--- src/rtl/mem_arb_pkg.sv ---
// Shared types and sizing for the I/D cache memory-port arbiter.
// Burst length follows the cache line geometry.
package mem_arb_pkg;

  localparam int CACHE_B         = 4;
  localparam int ARB_BURST_WORDS = 1 << (CACHE_B - 2);

  typedef enum logic [1:0] {
    ARB_IDLE,
    ARB_BUSY_I,
    ARB_BUSY_D
  } arb_state_t;

  typedef enum logic {
    GNT_I,
    GNT_D
  } arb_gnt_t;

  function automatic int cnt_w(int n);
    return (n > 1) ? $clog2(n) : 1;
  endfunction

endpackage

--- src/rtl/mem_arbiter.sv ---
// Round-robin arbiter sharing one memory port between I and D caches.
// A grant is held for a full line burst or until the owner drops req.
module mem_arbiter
  import mem_arb_pkg::*;
#(
  parameter int DATA_WIDTH  = 32,
  parameter int BURST_WORDS = ARB_BURST_WORDS
) (
  input  logic                  clk,
  input  logic                  reset,
  input  logic                  i_req,
  input  logic [DATA_WIDTH-1:0] i_addr,
  input  logic [DATA_WIDTH-1:0] i_wdata,
  input  logic                  i_wen,
  output logic [DATA_WIDTH-1:0] i_rdata,
  output logic                  i_ack,
  input  logic                  d_req,
  input  logic [DATA_WIDTH-1:0] d_addr,
  input  logic [DATA_WIDTH-1:0] d_wdata,
  input  logic                  d_wen,
  output logic [DATA_WIDTH-1:0] d_rdata,
  output logic                  d_ack,
  output logic                  m_req,
  output logic [DATA_WIDTH-1:0] m_addr,
  output logic [DATA_WIDTH-1:0] m_wdata,
  output logic                  m_wen,
  input  logic [DATA_WIDTH-1:0] m_rdata,
  input  logic                  m_ready,
  output logic                  stall
);

  localparam int            CW   = cnt_w(BURST_WORDS);
  localparam logic [CW-1:0] LAST = CW'(BURST_WORDS - 1);

  arb_state_t    state_q, state_d;
  arb_gnt_t      last_q, last_d;
  logic [CW-1:0] beat_q, beat_d;

  // In a BUSY state m_req mirrors the owner's req, so it doubles as
  // the abandon detector.
  always_comb begin
    state_d = state_q;
    last_d  = last_q;
    unique case (state_q)
      ARB_IDLE: begin
        unique case (1'b1)
          i_req & d_req:
            state_d = (last_q == GNT_I) ? ARB_BUSY_D : ARB_BUSY_I;
          i_req & ~d_req: state_d = ARB_BUSY_I;
          d_req & ~i_req: state_d = ARB_BUSY_D;
          default:        state_d = ARB_IDLE;
        endcase
      end
      ARB_BUSY_I, ARB_BUSY_D: begin
        if (!m_req || (m_ready && beat_q == LAST)) begin
          state_d = ARB_IDLE;
          last_d  = (state_q == ARB_BUSY_I) ? GNT_I : GNT_D;
        end
      end
      default: state_d = ARB_IDLE;
    endcase
  end

  always_comb begin
    beat_d = beat_q;
    if (state_q == ARB_IDLE) begin
      beat_d = '0;
    end else if (m_req && m_ready) begin
      beat_d = beat_q + 1'b1;
    end
  end

  always_comb begin
    m_req   = 1'b0;
    m_addr  = '0;
    m_wdata = '0;
    m_wen   = 1'b0;
    i_ack   = 1'b0;
    d_ack   = 1'b0;
    i_rdata = '0;
    d_rdata = '0;
    unique case (state_q)
      ARB_BUSY_I: begin
        m_req   = i_req;
        m_addr  = i_addr;
        m_wdata = i_wdata;
        m_wen   = i_wen & i_req;
        i_ack   = m_ready & i_req;
        i_rdata = m_rdata;
      end
      ARB_BUSY_D: begin
        m_req   = d_req;
        m_addr  = d_addr;
        m_wdata = d_wdata;
        m_wen   = d_wen & d_req;
        d_ack   = m_ready & d_req;
        d_rdata = m_rdata;
      end
      default: ;
    endcase
  end

  assign stall = (i_req & ~i_ack) | (d_req & ~d_ack);

  always_ff @(posedge clk) begin
    if (reset) begin
      state_q <= ARB_IDLE;
      last_q  <= GNT_I;
      beat_q  <= '0;
    end else begin
      state_q <= state_d;
      last_q  <= last_d;
      beat_q  <= beat_d;
    end
  end

endmodule
--- config.mk ---
export PLATFORM = sky130hd
export DESIGN_NAME = mem_arbiter
export DESIGN_NICKNAME = d
export VERILOG_FILES = /design/src/rtl/mem_arb_pkg.sv /design/src/rtl/mem_arbiter.sv
export SDC_FILE = /design/constraint.sdc
export NUM_CORES = 1
export LEC_CHECK = 0
export ABC_AREA = 1
export CORE_AREA = 2 2 115 117
export CTS_CLUSTER_DIAMETER = 40
export DETAILED_ROUTE_END_ITERATION = 10
export DIE_AREA = 0 0 117 119
export SETUP_SLACK_MARGIN = 0.5
export SYNTH_ARGS = -nofsm -noshare
export SYNTH_HDL_FRONTEND = slang
export SYNTH_SLANG_ARGS = --single-unit
--- constraint.sdc ---
create_clock -name clk -period 1.8 [get_ports clk]
set_clock_uncertainty 0.1 [all_clocks]
set_input_delay 0.27 -clock clk [delete_from_list [all_inputs] [get_ports clk]]
set_output_delay 0.27 -clock clk [all_outputs]
set_load 0.05 [all_outputs]
==> flow_summary.ini <==
[clock_network]
clk_latency_ps = 230
h-tree-depth = 1
cts-root-buf = clkbuf_16
clkTransAtPathRegs_ps = 30
cts_max_path_buffers = 2
cts_buffers = 3
clkSinkCount = 5
cts_tree = yes

[grt]
grt_pass1_vias = 4017
grt_first_pass_wirelength_um = 21740
grt_max_degree = 33
grtUsageTotal_pct = 19.81
grt-ovfl-total = 0
antenna_found_initial = 0

[synth]
async_flop_share_pct = 0
synth_enable_flop_cells = 0
netlist_area_mm2 = 0.001969
syn-num-nets = 576
synth_cell_types = 16
yosysWarnings = 0
syn_inst = 405
synth_seq_cells = 5
syn_avg_cell_area_um2 = 4.863
yosysTopAreaCellShare_pct = 38.69
ys_seq_area_share_pct = 5.083
yosysTopAreaCell = nand2_1
synth_commonest_cells = 203 x nand2_1, 72 x inv_1, 40 x a21oi_2, 27 x a21oi_1, 16 x buf_2
netlist_top_cells_area = nand2_1 39%, a21oi_2 18%, inv_1 14%
synth-main-ff-cell = dfxtp_1
yosysMostFrequentCell = nand2_1

[sta]
finalSetupViolCount = 121
tightest_slew_ps = 347.7
fmaxAchievable_mhz = 509.0
hold_viol_final = 0
slew_headroom_pct = 76.75
min_period_ps = 1965
fin_ws_ps = -164.8
fin_tns_setup_ps = -12950
rsz0062_at_grt = yes
finalCritPeriodShare_pct = 109.2
slew_violations = 0

[power_and_ir_drop]
vdd_drop_max_mv = 0.3496
power_mw = 4.091
p_per_area_mw_per_mm2 = 451.5
p_leak_nw = 3.386

[layout]
utilization_pct = 70.39
synthToLayoutAreaGrowth_pct = 360.2
n_antenna_cell = 0
layout.nets = 905
drive_gt1_share_pct = 63.03

[floorplan]
die_h_um = 119
io_pins = 300
dieArea_mm2 = 0.01392
std_cell_rows = 42
core_area_mm2 = 0.01287
start_util_pct = 15.30
die_width_um = 117

[detailed_routing]
num_vias = 3904
viasPerCell = 4.295
drt_iter0_markers = 92
detail_route.first_pass.iterations = 4
routedWlPerCell_um = 16.56
drc = 0
drtAntennaViolNets = 0
routed_wirelength_um = 15050

[min_path]
worstHoldPathType = register to register

[worst_setup_path]
cp-end-kind = primary output
cp.arrival_ps = 1590
path_class = register to primary output
worstSetupStartpointType = register
crit_fanout = 7
crit_required_ps = 1430

[status]
violations = negative setup slack
status = complete, but fails checks

[place]
hpwl_um = 11470
place_ws_ps = -8.956
routabilityCongestion = 0.8512
io_buffers = 299

[run]
drv_cap = 0
-- routing by layer --
layer / GRT usage [%] / vias to the layer above / wire length, um
met5: 0 / - / 0
met4: 4.191 / 0 / 233
met3: 4.478 / 15 / 1202
met2: 38.44 / 187 / 8404
met1: 21.30 / 1833 / 5208
li1: - / 1869 / -
-- cell usage in the layout, fill, tap and decap left out, types with 2 or more instances in the layout --
cell	instances
o21ai_2	2
nand3_4	2
dfxtp_4	2
nand2_1	82
clkinvlp_4	64
clkbuf_16	9
buf_6	11
nand3_2	2
ha_4	3
clkdlybuf4s50_1	166
nand2_4	86
buf_16	7
buf_4	8
buf_12	148
nor2_1	9
inv_1	6
nand2_2	36
inv_4	2
a21oi_4	66
dfxtp_1	3
nor2_4	2
nand3_1	2
buf_8	6
-- sequential cells by signal (all words and copies together) (netlist names) --
register	count
state_q	2
beat_q	2
last_q	1
-- per-stage QoR --
stage               area [um2]  hold slack [ps]  instances
finish                    9062            431.4        909
detailed placement        8104            412.9        878
global route              9062            459.7        909
floorplan                 3550            324.6        405
CTS                       8636            431.3        896
global placement          8104            403.9        878
-- what timing repair did --
action,4_1_cts,5_1_grt
pin swaps,24,24
endpoints found under the setup margin,138,138
setup buffers,8,5
hold buffers,0,0
gates resized for setup,61,56
gates cloned,6,8
-- worst max-delay path: stages, from the launching register on --
cell and delay (ps):
dfxtp_4 370, inv_4 50, ha_4 280, inv_6 50, buf_12 140, buf_16 150
a21oi_4 160, buf_12 150
-- where the power goes --
| group | total [mW] | internal [mW] | switching [mW] |
|---|---|---|---|
| registers | 0.135 | 0.122 | 0.0136 |
| logic | 3.59 | 1.71 | 1.87 |
| clock network | 0.369 | 0.294 | 0.0748 |
| total | 4.09 | 2.13 | 1.96 |
-- logic make-up after synthesis --
| family | synth area share (%) |
|---|---|
| flip-flops | 5.083 |
| AND/OR/NAND/NOR | 43.77 |
| AO/OA/AOI/OAI | 25.67 |
| buffers and inverters | 22.94 |
| adder cells (fa/ha/maj) | 2.541 |
-- cell type report --
class / count / area (um2)
Multi-Input combinational cell: 298 / 2858
Tap cell: 176 / 220.2
Clock buffer: 4 / 78.83
Timing Repair Buffer: 353 / 5274
Sequential cell: 5 / 107.6
Fill cell: 908 / 3812
Inverter: 73 / 524.3
-- worst paths after layout --
path | startpoint | to | slack, ps | cells after the start
setup reg to reg | state_q[1]$_SDFFE_PP0P_ | beat_q[0]$_SDFFE_PP0P_ | 10 | 11
hold / removal | last_q$_SDFFE_PP0P_ | last_q$_SDFFE_PP0P_ | 430 | 2
hold reg to reg | last_q$_SDFFE_PP0P_ | last_q$_SDFFE_PP0P_ | 430 | 2
setup / recovery | state_q[1]$_SDFFE_PP0P_ | m_wdata[19] | -160 | 7
No activity file was read; power rests on OpenSTA's default activity.
